===== config.mk =====
export PLATFORM = sky130hd
export DESIGN_NAME = oram_axi_wr_flat
export DESIGN_NICKNAME = d
export VERILOG_FILES = /design/src/rtl/oram_axi_wr_pkg.sv /design/src/rtl/oram_axi_wr_if.sv /design/src/rtl/oram_axi_wr_fifo.sv /design/src/rtl/oram_axi_wr.sv /design/src/flat_wrapper.sv
export SDC_FILE = /design/constraint.sdc
export NUM_CORES = 1
export LEC_CHECK = 0
export BUFFER_PORTS_ARGS = -buffer_cell sky130_fd_sc_hd__buf_2
export CAP_MARGIN = 30
export CORE_UTILIZATION = 40
export DETAILED_ROUTE_END_ITERATION = 10
export HOLD_SLACK_MARGIN = 0.1
export SETUP_SLACK_MARGIN = 0.3
export SLEW_MARGIN = 20
export SYNTH_ARGS = -nofsm -noshare
export SYNTH_HDL_FRONTEND = slang
export SYNTH_SLANG_ARGS = --single-unit
export TNS_END_PERCENT = 5

===== constraint.sdc =====
create_clock -name clk -period 8.7 [get_ports clk]
set_clock_uncertainty 0.05 [all_clocks]
set_input_delay 0 -clock clk [delete_from_list [all_inputs] [get_ports clk]]
set_output_delay 0 -clock clk [all_outputs]
set_load 0.05 [all_outputs]

===== src/rtl/oram_axi_wr_pkg.sv =====
// Shared types for the ORAM-to-AXI burst writer:
// FSM states, AXI constants and the AWSIZE helper.
package oram_axi_wr_pkg;

   typedef enum logic [1:0] {
      S_IDLE,
      S_ADDR,
      S_DATA,
      S_DRAIN
   } state_e;

   localparam logic [1:0] BURST_INCR = 2'b01;
   localparam logic [1:0] RESP_OKAY  = 2'b00;

   function automatic logic [2:0] axi_size(input int data_w);
      return 3'($clog2(data_w / 8));
   endfunction

endpackage


===== src/rtl/oram_axi_wr_if.sv =====
// AXI write channels (AW, W, B) between the writer
// and the memory-side slave.
interface oram_axi_wr_if #(
   parameter int ADDR_W = 32,
   parameter int DATA_W = 64,
   parameter int ID_W   = 4
);
   logic [ID_W-1:0]     AWID;
   logic [ADDR_W-1:0]   AWADDR;
   logic [7:0]          AWLEN;
   logic [2:0]          AWSIZE;
   logic [1:0]          AWBURST;
   logic                AWVALID;
   logic                AWREADY;
   logic [DATA_W-1:0]   WDATA;
   logic [DATA_W/8-1:0] WSTRB;
   logic                WLAST;
   logic                WVALID;
   logic                WREADY;
   logic [ID_W-1:0]     BID;
   logic [1:0]          BRESP;
   logic                BVALID;
   logic                BREADY;

   modport master (
      output AWID, AWADDR, AWLEN, AWSIZE,
      output AWBURST, AWVALID,
      input  AWREADY,
      output WDATA, WSTRB, WLAST, WVALID,
      input  WREADY,
      input  BID, BRESP, BVALID,
      output BREADY
   );

   modport slave (
      input  AWID, AWADDR, AWLEN, AWSIZE,
      input  AWBURST, AWVALID,
      output AWREADY,
      input  WDATA, WSTRB, WLAST, WVALID,
      output WREADY,
      output BID, BRESP, BVALID,
      input  BREADY
   );

endinterface


===== src/rtl/oram_axi_wr_fifo.sv =====
// Two-entry data FIFO between the ORAM read port
// and the AXI W channel.
module wr_skid_fifo #(
   parameter int DATA_W = 64
) (
   input  logic              clk,
   input  logic              rst,
   input  logic              push_i,
   input  logic [DATA_W-1:0] data_i,
   input  logic              pop_i,
   output logic [DATA_W-1:0] head_o,
   output logic [1:0]        cnt_o
);

   logic [1:0][DATA_W-1:0] mem_q, mem_d;
   logic                   wp_q, wp_d;
   logic                   rp_q, rp_d;
   logic [1:0]             cnt_q, cnt_d;

   always_comb begin
      mem_d = mem_q;
      wp_d  = wp_q;
      rp_d  = rp_q;
      if (push_i) begin
         mem_d[wp_q] = data_i;
         wp_d        = ~wp_q;
      end
      if (pop_i) rp_d = ~rp_q;
      cnt_d = cnt_q + {1'b0, push_i} - {1'b0, pop_i};
   end

   always_ff @(posedge clk) begin
      if (rst) begin
         mem_q <= '0;
         wp_q  <= 1'b0;
         rp_q  <= 1'b0;
         cnt_q <= 2'd0;
      end else begin
         mem_q <= mem_d;
         wp_q  <= wp_d;
         rp_q  <= rp_d;
         cnt_q <= cnt_d;
      end
   end

   assign head_o = mem_q[rp_q];
   assign cnt_o  = cnt_q;

endmodule


===== src/rtl/oram_axi_wr.sv =====
// Streams contiguous ORAM words out as a series of
// strided AXI INCR write bursts.
module oram_axi_wr
   import oram_axi_wr_pkg::*;
#(
   parameter int ADDR_W  = 32,
   parameter int DATA_W  = 64,
   parameter int ID_W    = 4,
   parameter int MAX_OUT = 4,
   parameter int ORAM_AW = 12
) (
   input  logic               clk,
   input  logic               rst,
   input  logic               cmd_vld,
   output logic               cmd_rdy,
   input  logic [ADDR_W-1:0]  cmd_addr,
   input  logic [ADDR_W-1:0]  cmd_stride,
   input  logic [7:0]         cmd_len,
   input  logic [3:0]         cmd_num,
   input  logic [ORAM_AW-1:0] cmd_oram_addr,
   output logic               oram_rd_en,
   output logic [ORAM_AW-1:0] oram_rd_addr,
   input  logic [DATA_W-1:0]  oram_rd_data,
   oram_axi_wr_if.master      axi,
   output logic               busy,
   output logic               done,
   output logic               err
);

   state_e              state_q, state_d;
   logic [ADDR_W-1:0]   addr_q, addr_d;
   logic [ADDR_W-1:0]   stride_q, stride_d;
   logic [7:0]          len_q, len_d;
   logic [7:0]          beat_q, beat_d;
   logic [3:0]          num_q, num_d;
   logic [3:0]          bidx_q, bidx_d;
   logic [3:0]          outst_q, outst_d;
   logic [ORAM_AW-1:0]  raddr_q, raddr_d;
   logic [8:0]          rcnt_q, rcnt_d;
   logic                infl_q, infl_d;
   logic                err_q, err_d;

   logic                aw_vld, w_vld, rd_en;
   logic                aw_hs, w_hs, b_hs, last;
   logic [1:0]          f_cnt;
   logic [DATA_W-1:0]   f_head;

   wr_skid_fifo #(.DATA_W(DATA_W)) u_fifo (
      .clk    (clk),
      .rst    (rst),
      .push_i (infl_q),
      .data_i (oram_rd_data),
      .pop_i  (w_hs),
      .head_o (f_head),
      .cnt_o  (f_cnt)
   );

   // A read is allowed only while FIFO plus in-flight word
   // leaves room, and only for beats of the current burst.
   always_comb begin
      aw_vld = state_q == S_ADDR && outst_q < 4'(MAX_OUT);
      w_vld  = f_cnt != 2'd0;
      rd_en  = state_q == S_DATA
               && ({1'b0, f_cnt} + {2'b0, infl_q}) < 3'd2
               && rcnt_q <= {1'b0, len_q};
      aw_hs  = aw_vld && axi.AWREADY;
      w_hs   = w_vld && axi.WREADY;
      b_hs   = state_q != S_IDLE && axi.BVALID;
      last   = beat_q == len_q;
   end

   always_comb begin
      state_d  = state_q;
      addr_d   = addr_q;
      stride_d = stride_q;
      len_d    = len_q;
      num_d    = num_q;
      bidx_d   = bidx_q;
      raddr_d  = raddr_q;
      rcnt_d   = rcnt_q;
      beat_d   = beat_q;
      err_d    = err_q;
      infl_d   = rd_en;
      outst_d  = outst_q + 4'(aw_hs) - 4'(b_hs);
      if (b_hs && axi.BRESP != RESP_OKAY) err_d = 1'b1;
      if (rd_en) begin
         raddr_d = raddr_q + 1'b1;
         rcnt_d  = rcnt_q + 9'd1;
      end
      if (w_hs) beat_d = beat_q + 8'd1;
      unique case (state_q)
         S_IDLE: if (cmd_vld) begin
            addr_d   = cmd_addr;
            stride_d = cmd_stride;
            len_d    = cmd_len;
            num_d    = cmd_num;
            raddr_d  = cmd_oram_addr;
            bidx_d   = 4'd0;
            err_d    = 1'b0;
            state_d  = S_ADDR;
         end
         S_ADDR: if (aw_hs) begin
            rcnt_d  = 9'd0;
            beat_d  = 8'd0;
            state_d = S_DATA;
         end
         S_DATA: if (w_hs && last) begin
            if (bidx_q == num_q) begin
               state_d = S_DRAIN;
            end else begin
               bidx_d  = bidx_q + 4'd1;
               addr_d  = addr_q + stride_q;
               state_d = S_ADDR;
            end
         end
         S_DRAIN: if (outst_q == 4'd0) state_d = S_IDLE;
         default: state_d = S_IDLE;
      endcase
   end

   always_ff @(posedge clk) begin
      if (rst) begin
         state_q  <= S_IDLE;
         addr_q   <= '0;
         stride_q <= '0;
         len_q    <= 8'd0;
         num_q    <= 4'd0;
         bidx_q   <= 4'd0;
         raddr_q  <= '0;
         rcnt_q   <= 9'd0;
         beat_q   <= 8'd0;
         outst_q  <= 4'd0;
         infl_q   <= 1'b0;
         err_q    <= 1'b0;
      end else begin
         state_q  <= state_d;
         addr_q   <= addr_d;
         stride_q <= stride_d;
         len_q    <= len_d;
         num_q    <= num_d;
         bidx_q   <= bidx_d;
         raddr_q  <= raddr_d;
         rcnt_q   <= rcnt_d;
         beat_q   <= beat_d;
         outst_q  <= outst_d;
         infl_q   <= infl_d;
         err_q    <= err_d;
      end
   end

   // Every output is forced low while reset is held.
   always_comb begin
      cmd_rdy      = 1'b0;
      busy         = 1'b0;
      done         = 1'b0;
      err          = 1'b0;
      oram_rd_en   = 1'b0;
      oram_rd_addr = '0;
      axi.AWID     = '0;
      axi.AWADDR   = '0;
      axi.AWLEN    = 8'd0;
      axi.AWSIZE   = 3'd0;
      axi.AWBURST  = 2'd0;
      axi.AWVALID  = 1'b0;
      axi.WDATA    = '0;
      axi.WSTRB    = '0;
      axi.WLAST    = 1'b0;
      axi.WVALID   = 1'b0;
      axi.BREADY   = 1'b0;
      if (!rst) begin
         cmd_rdy      = state_q == S_IDLE;
         busy         = state_q != S_IDLE;
         done         = state_q == S_DRAIN
                        && outst_q == 4'd0;
         err          = err_q;
         oram_rd_en   = rd_en;
         oram_rd_addr = raddr_q;
         axi.AWID     = ID_W'(bidx_q);
         axi.AWADDR   = addr_q;
         axi.AWLEN    = len_q;
         axi.AWSIZE   = axi_size(DATA_W);
         axi.AWBURST  = BURST_INCR;
         axi.AWVALID  = aw_vld;
         axi.WDATA    = f_head;
         axi.WSTRB    = '1;
         axi.WLAST    = last;
         axi.WVALID   = w_vld;
         axi.BREADY   = state_q != S_IDLE;
      end
   end

endmodule

===== src/flat_wrapper.sv =====
// flat-port wrapper written by rule: the top's interface ports become plain ports
module oram_axi_wr_flat import oram_axi_wr_pkg::*;
#(
   parameter int ADDR_W  = 32,
   parameter int DATA_W  = 64,
   parameter int ID_W    = 4,
   parameter int MAX_OUT = 4,
   parameter int ORAM_AW = 12
)
  (clk, rst, cmd_vld, cmd_rdy, cmd_addr, cmd_stride, cmd_len, cmd_num, cmd_oram_addr, oram_rd_en, oram_rd_addr, oram_rd_data, busy, done, err, axi_AWID, axi_AWADDR, axi_AWLEN, axi_AWSIZE, axi_AWBURST, axi_AWVALID, axi_AWREADY, axi_WDATA, axi_WSTRB, axi_WLAST, axi_WVALID, axi_WREADY, axi_BID, axi_BRESP, axi_BVALID, axi_BREADY);
  oram_axi_wr_if #(.ADDR_W(ADDR_W), .DATA_W(DATA_W), .ID_W(ID_W)) axi_i ();
  input  logic clk;
  input  logic rst;
  input  logic cmd_vld;
  output logic cmd_rdy;
  input  logic [ADDR_W-1:0] cmd_addr;
  input  logic [ADDR_W-1:0] cmd_stride;
  input  logic [7:0] cmd_len;
  input  logic [3:0] cmd_num;
  input  logic [ORAM_AW-1:0] cmd_oram_addr;
  output logic oram_rd_en;
  output logic [ORAM_AW-1:0] oram_rd_addr;
  input  logic [DATA_W-1:0] oram_rd_data;
  output logic busy;
  output logic done;
  output logic err;
  output wire logic [$bits(axi_i.AWID)-1:0] axi_AWID;
  output wire logic [$bits(axi_i.AWADDR)-1:0] axi_AWADDR;
  output wire logic [$bits(axi_i.AWLEN)-1:0] axi_AWLEN;
  output wire logic [$bits(axi_i.AWSIZE)-1:0] axi_AWSIZE;
  output wire logic [$bits(axi_i.AWBURST)-1:0] axi_AWBURST;
  output wire logic [$bits(axi_i.AWVALID)-1:0] axi_AWVALID;
  input wire logic [$bits(axi_i.AWREADY)-1:0] axi_AWREADY;
  output wire logic [$bits(axi_i.WDATA)-1:0] axi_WDATA;
  output wire logic [$bits(axi_i.WSTRB)-1:0] axi_WSTRB;
  output wire logic [$bits(axi_i.WLAST)-1:0] axi_WLAST;
  output wire logic [$bits(axi_i.WVALID)-1:0] axi_WVALID;
  input wire logic [$bits(axi_i.WREADY)-1:0] axi_WREADY;
  input wire logic [$bits(axi_i.BID)-1:0] axi_BID;
  input wire logic [$bits(axi_i.BRESP)-1:0] axi_BRESP;
  input wire logic [$bits(axi_i.BVALID)-1:0] axi_BVALID;
  output wire logic [$bits(axi_i.BREADY)-1:0] axi_BREADY;
  assign axi_AWID = axi_i.AWID;
  assign axi_AWADDR = axi_i.AWADDR;
  assign axi_AWLEN = axi_i.AWLEN;
  assign axi_AWSIZE = axi_i.AWSIZE;
  assign axi_AWBURST = axi_i.AWBURST;
  assign axi_AWVALID = axi_i.AWVALID;
  assign axi_i.AWREADY = axi_AWREADY;
  assign axi_WDATA = axi_i.WDATA;
  assign axi_WSTRB = axi_i.WSTRB;
  assign axi_WLAST = axi_i.WLAST;
  assign axi_WVALID = axi_i.WVALID;
  assign axi_i.WREADY = axi_WREADY;
  assign axi_i.BID = axi_BID;
  assign axi_i.BRESP = axi_BRESP;
  assign axi_i.BVALID = axi_BVALID;
  assign axi_BREADY = axi_i.BREADY;
  oram_axi_wr #(.ADDR_W(ADDR_W), .DATA_W(DATA_W), .ID_W(ID_W), .MAX_OUT(MAX_OUT), .ORAM_AW(ORAM_AW)) u_core (.clk(clk), .rst(rst), .cmd_vld(cmd_vld), .cmd_rdy(cmd_rdy), .cmd_addr(cmd_addr), .cmd_stride(cmd_stride), .cmd_len(cmd_len), .cmd_num(cmd_num), .cmd_oram_addr(cmd_oram_addr), .oram_rd_en(oram_rd_en), .oram_rd_addr(oram_rd_addr), .oram_rd_data(oram_rd_data), .axi(axi_i), .busy(busy), .done(done), .err(err));
endmodule

# Yosys cells after proc, flatten, opt, wreduce, memory -nomap -nowiden

Cells that the tools add are included.

Bits in registers: 249
Latch bits: 0
Bits in writable memories: 0
Memory bits (read-only): 0
Input bits: 164
Output and inout port bits: 142
Logic and storage cells: 111
Memories kept: 0

Add/subtract/negate cells: 10
$mul: 0
Div/mod/pow operators: 0
Magnitude comparators: 6
Equal/unequal tests: 10
Shift-type cells: 0
Multiplexer cells: 47
Bitwise logic cells: 2
Reductions and logical operators: 19

Operator list:

| cell                  | count |
|---|---|
| $mux 64               | 4 |
| $bwmux 128            | 1 |
| $mux 32               | 4 |
| $demux 64 s1          | 1 |
| $pmux 32 s2           | 1 |
| $mux 12               | 4 |
| $mux 8                | 5 |
| $add 32x32->32        | 1 |
| $mux 9                | 3 |
| $mux 4                | 4 |
| $add 12x1->12 const B | 1 |
| $mux 1                | 12 |
| $mux 2                | 6 |
| $logic_and 1x1->1     | 10 |
| $add 9x1->9 const B   | 1 |
| $le 9x8->1            | 1 |
| $add 8x1->8 const B   | 1 |
| $eq 8x8->1            | 1 |
| $pmux 2 s4            | 1 |
| $pmux 4 s2            | 1 |
| $reduce_and 4->1      | 2 |
| $reduce_bool 2->1     | 4 |
| $ne 2x2->1 const B    | 3 |
| $add 4x1->4           | 1 |
| other kinds (17)      | 21 |

# Longest topological paths before layout

Depth after elaboration: 7
Depth in mapped cells: 13
Depth with buffers taken out: 11

# Cells and area by module

Synthesis repeated with hierarchy kept, for this count alone.

Cells, all modules: 1669
Area total of the unflattened synthesis: 13070.0 um^2

By module, submodules not included:

| module       | times used | cells each | area each (um^2) | seq. area each (um^2) |
|---|---|---|---|---|
| oram_axi_wr  | 1          | 1024       | 7761.2           | 2342.2 |
| wr_skid_fifo | 1          | 645        | 5308.8           | 2642.5 |

# Least setup slack after synthesis

Ideal clock, no wire load.

Path kind: reg-to-reg
Start point: register u_core.stride_q[0]
End point: register u_core.addr_q[30]
Setup time: 0.117 ns
Arrival time: 2.653 ns
Required time: 8.533 ns
Slack: 5.881 ns
Cell stages (with the launch flop): 12
Path buffers: 0
Clock period less this slack: 2.819 ns
Path through: dfxtp_1 > ha_1 > fa_1 > a21o_1 > a221oi_2 > o211ai_2 > a31o_2 > a2111oi_2 > nor2_1 > xnor2_1 > o21ai_1 > a22o_1

Word-level cells in the longest chain between the ends: 4

RTL lines:

| item                     | line               | RTL |
|---|---|---|
| start: declaration       | oram_axi_wr.sv:32  | `logic [ADDR_W-1:0] stride_q, stride_d;` |
| start signal: assignment | oram_axi_wr.sv:138 | `stride_q <= stride_d;` |
| $add 32x32->32           | oram_axi_wr.sv:112 | `addr_d = addr_q + stride_q;` |
| $mux 32                  | oram_axi_wr.sv:108 | `if (bidx_q == num_q) begin` |
| $mux 32                  | oram_axi_wr.sv:107 | `S_DATA: if (w_hs && last) begin` |
| $pmux 32 s2              | oram_axi_wr.sv:91  | `unique case (state_q)` |
| end signal: assignment   | oram_axi_wr.sv:137 | `addr_q <= addr_d;` |
| end: declaration         | oram_axi_wr.sv:31  | `logic [ADDR_W-1:0] addr_q, addr_d;` |

No other way between the ends. The select of a mux whose other input is x is not followed.
A chain may end at the register's enable or synchronous reset.

# Worst setup path after layout

Start point: register u_core.len_q[1]
End point: register u_core.raddr_q[10]

Word-level cells in the longest chain between the ends: 5

RTL lines:

| item                     | line               | RTL |
|---|---|---|
| start: declaration       | oram_axi_wr.sv:33  | `logic [7:0] len_q, len_d;` |
| start signal: assignment | oram_axi_wr.sv:139 | `len_q <= len_d;` |
| $le 9x8->1 *             | oram_axi_wr.sv:65  | `&& rcnt_q <= {1'b0, len_q};` |
| $logic_and 1x1->1 *      | oram_axi_wr.sv:65  |  |
| $mux 12 *                | oram_axi_wr.sv:86  | `if (rd_en) begin` |
| $mux 12                  | oram_axi_wr.sv:92  | `S_IDLE: if (cmd_vld) begin` |
| $mux 12 *                | oram_axi_wr.sv:91  |  |
| end signal: assignment   | oram_axi_wr.sv:142 | `raddr_q <= raddr_d;` |
| end: declaration         | oram_axi_wr.sv:38  | `logic [ORAM_AW-1:0] raddr_q, raddr_d;` |

Every way passes the cells marked *; elsewhere a longest branch is shown, timed or not.

==> metrics.md <==
| Metric | Value |
|---|---|
| Via density | `5.023` |
| Fin cells | `around 2500` |
| RSZ-0062 raised after global routing | `false` |
| Share of the synthesized area in the top cell type | `around two fifths` |
| R2R setup slack | `~5.0 ns` |
| Share of layout cells above drive strength 1 | `18.90%` |
| Area grow syn2layout | `36.09%` |
| Core area | `between 30000 and 40000 um2` |
| Nets | `~2300` |
| Final Slew Violations | `0` |
| Hold_ws | `around 0.18 ns` |
| Actual slew at the worst max-slew pin | `0.8457 ns` |
| Top_reg_cell synth | `dfxtp_1` |
| Sink Count | `approximately 250` |
| Dpl hpwl | `roughly 23 mm` |
| Cell area after layout | `~17000 um2` |
| Crit end category | `register` |
| CP Class | `reg2reg` |
| Post-Synthesis Cells | `1641` |
| Fill cells | `~3000` |
| CP max FO | `19` |
| Post-synth top area cell | `dfxtp_1` |
| Insertion delay to the later sink of the worst-skew pair | `~0.55 ns` |
| Final hold vios | `0` |
| Inst Count DP | `about 2200` |
| Initial antenna violation count | `1` |
| Routed wire length | `around 37 mm` |
| Commonest non-fill, non-tap cell in the layout | `nand2_1` |
| DRC | `0` |
| CTS root buf | `clkbuf_16` |
| Via count | `~12000` |
| CP max stage cell | `o211a_1` |
| Die height | `around 180 um` |
| Top Family by Delay on Critical Path | `compound AO/OA/AOI/OAI gates` |
| Post-CTS sizing | `0` |
| Post-synthesis cell area | `12750 um2` |
| TNS Setup | `0 ns` |
| Die X | `between 150 and 200 um` |
| Worst endpoint required time | `9.14 ns` |
| # port buffers | `approximately 300` |
| Initial drt markers | `slightly above 700` |
| Fin crit period | `~3.7 ns` |
| Setup Buffers After CTS | `0` |
| IO Count | `306` |
| Yosys cell types | `74` |
| Peak Freq | `about 0.27 GHz` |
| Critical path's largest stage delay | `0.65 ns` |
| Crit share post-route | `a little over two fifths` |
| Post-CTS Hold Buffers | `just under 200` |
| CTS tree | `done` |
| Seq/Total Area, Yosys | `roughly two fifths` |
| Post-synth EDFFs | `0` |
| Number of CTS-inserted buffers | `29` |
| Critical Path AT | `roughly 4 ns` |
| Max-cap violations | `0` |
| Buf+Inv Stages, Crit Path | `2` |
| Final setup fails | `0` |
| Mean Syn Cell Area | `7.770 um2` |
| Post-synth ARST share | `0%` |
| Max-slew headroom | `between 40% and 50%` |
| Htree depth | `1` |
| Power density cells | `around 210 nW/um2` |
| Peak VDD IR | `0.0001815 V` |
| ANT nets after route | `0` |
| Largest net degree at the start of global routing | `approximately 140` |
| Die Area | `roughly 33000 um2` |
| First-pass GRT wire length | `between 60 and 70 mm` |
| Worst min-delay path class | `in2reg` |
| ANT cells | `0` |
| CTS clk-pin slew, worst paths | `around 0.060 ns` |
| Vias in the first global route | `12385` |
| GPL Wtd Cong | `between 0.8 and 0.9` |
| DP Area | `between 10000 and 15000 um2` |
| Synth area leaders | `dfxtp_1 39%, nand2_1 12%, a21oi_1 8.6%, mux2i_1 5.7%, ha_1 5.0%` |
| Clock Path Buffers | `3` |
| Initial core utilization | `40.51%` |
| P_leak | `roughly 7.3 nW` |
| Post-layout util | `between 50 and 60%` |
| Most frequent cells in the layout | `403 x nand2_1, 298 x buf_2, 248 x dfxtp_1, 220 x a21oi_1, 198 x dlygate4sd3_1` |
| Core Rows | `65` |
| Grt ovf | `0` |
| Drt pass-1 iters | `4` |
| Critical path cell sequence | `inv_1, ha_1, nor2b_1, o21a_1, o21ai_1, nand2b_1, a211oi_1, o211a_1, nand4_2, or3_1, a311oi_1, dlygate4sd3_1` |
| Post-DR wirelength/cell | `between 10 and 15 um` |
| Gr usage total | `between 20% and 30%` |
| Critical Path Start Type | `register` |
| Seq cells post-synth | `around 250` |
| Synth warn | `0` |
| Status | `complete, no violations` |
==> Yosys cell counts (all sizes together), types with 5 or more instances <==
master   number
a211oi       21
nor2b        55
o21ai        36
ha           51
a21oi       221
inv          27
dfxtp       249
a21o         18
nand2b        6
xnor2        28
and3         14
o211ai        9
mux2i        72
a311oi       11
or3           6
buf          23
nor2        145
nor3         14
nand3        16
clkbuf       98
nand4        18
and2          9
nand2       405
a31oi         6
a2bb2oi       5
xor2         37
==> per-layer routing <==
layer	share of wire, %	global-route usage (%)
met5	0.035	0
met4	2.1	5.060
met3	6.6	5.396
met2	46	39.02
met1	45	27.82
==> per-stage QoR <==
| stage | setup slack, ns | total power [mW] |
|---|---|---|
| after CTS | 5.003 | 3.671 |
| final | 5.031 | 3.648 |
| after global routing | 4.656 | 3.844 |
| after detailed placement | 5.548 | 2.372 |
| after floorplan | 5.881 | 2.128 |
| after global placement | 5.604 | 2.354 |
==> area by class of cell <==
| cell class | count | area, um2 | share of cell area, % |
|---|---|---|---|
| clock inverters | 9 | 76.32 | 0.4398 |
| clock buffers | 45 | 865.8 | 4.990 |
| multi-input cells | 1243 | 7137 | 41.13 |
| repair buffers | 512 | 3681 | 21.21 |
| flip-flops and latches | 249 | 4989 | 28.75 |
| inverters | 27 | 101.3 | 0.5840 |
| well taps | 402 | 503.0 | 2.899 |
==> final timing paths <==
path                           from                endpoint  cells after the start
max                 u_core.len_q[1]      u_core.raddr_q[10]                     12
min reg2reg  u_core.u_fifo.mem_q[5]  u_core.u_fifo.mem_q[5]                      2
max reg2reg         u_core.len_q[1]      u_core.raddr_q[10]                     12
min               cmd_oram_addr[11]      u_core.raddr_q[11]                      4
==> logic make-up after synthesis <==
kind of cell / synth area share, %
buffers and inverters: 5.240
adders and majority gates: 5.318
other: 0.02941
DFF: 39.09
muxes: 5.652
xor gates and xnor gates: 4.465
and+or+nand+nor: 23.38
AOI/OAI and AO/OA: 16.82
==> registers in the layout, summed over array words and instances (netlist names), 2 cells and up <==
register             flops
u_core.bidx_q            4
u_core.beat_q            8
u_core.stride_q         32
u_core.outst_q           4
u_core.num_q             4
u_core.raddr_q          12
u_core.state_q           2
u_core.addr_q           32
u_core.len_q             8
u_core.u_fifo.mem_q    128
u_core.rcnt_q            9
u_core.u_fifo.cnt_o      2
==> where the power goes <==
part           total [mW]  internal [mW]  switching (mW)
Combinational        1.11          0.429           0.679
Sequential           1.34           1.25          0.0888
Clock                1.20          0.710           0.492
Total                3.65           2.39            1.26
==> worst min-delay path, stage by stage <==
cell and delay [ns]:
dlygate4sd3_1 0.52, buf_2 0.10, nand3_1 0.06, o21ai_0 0.06
(Power assumes the default switching activity.)
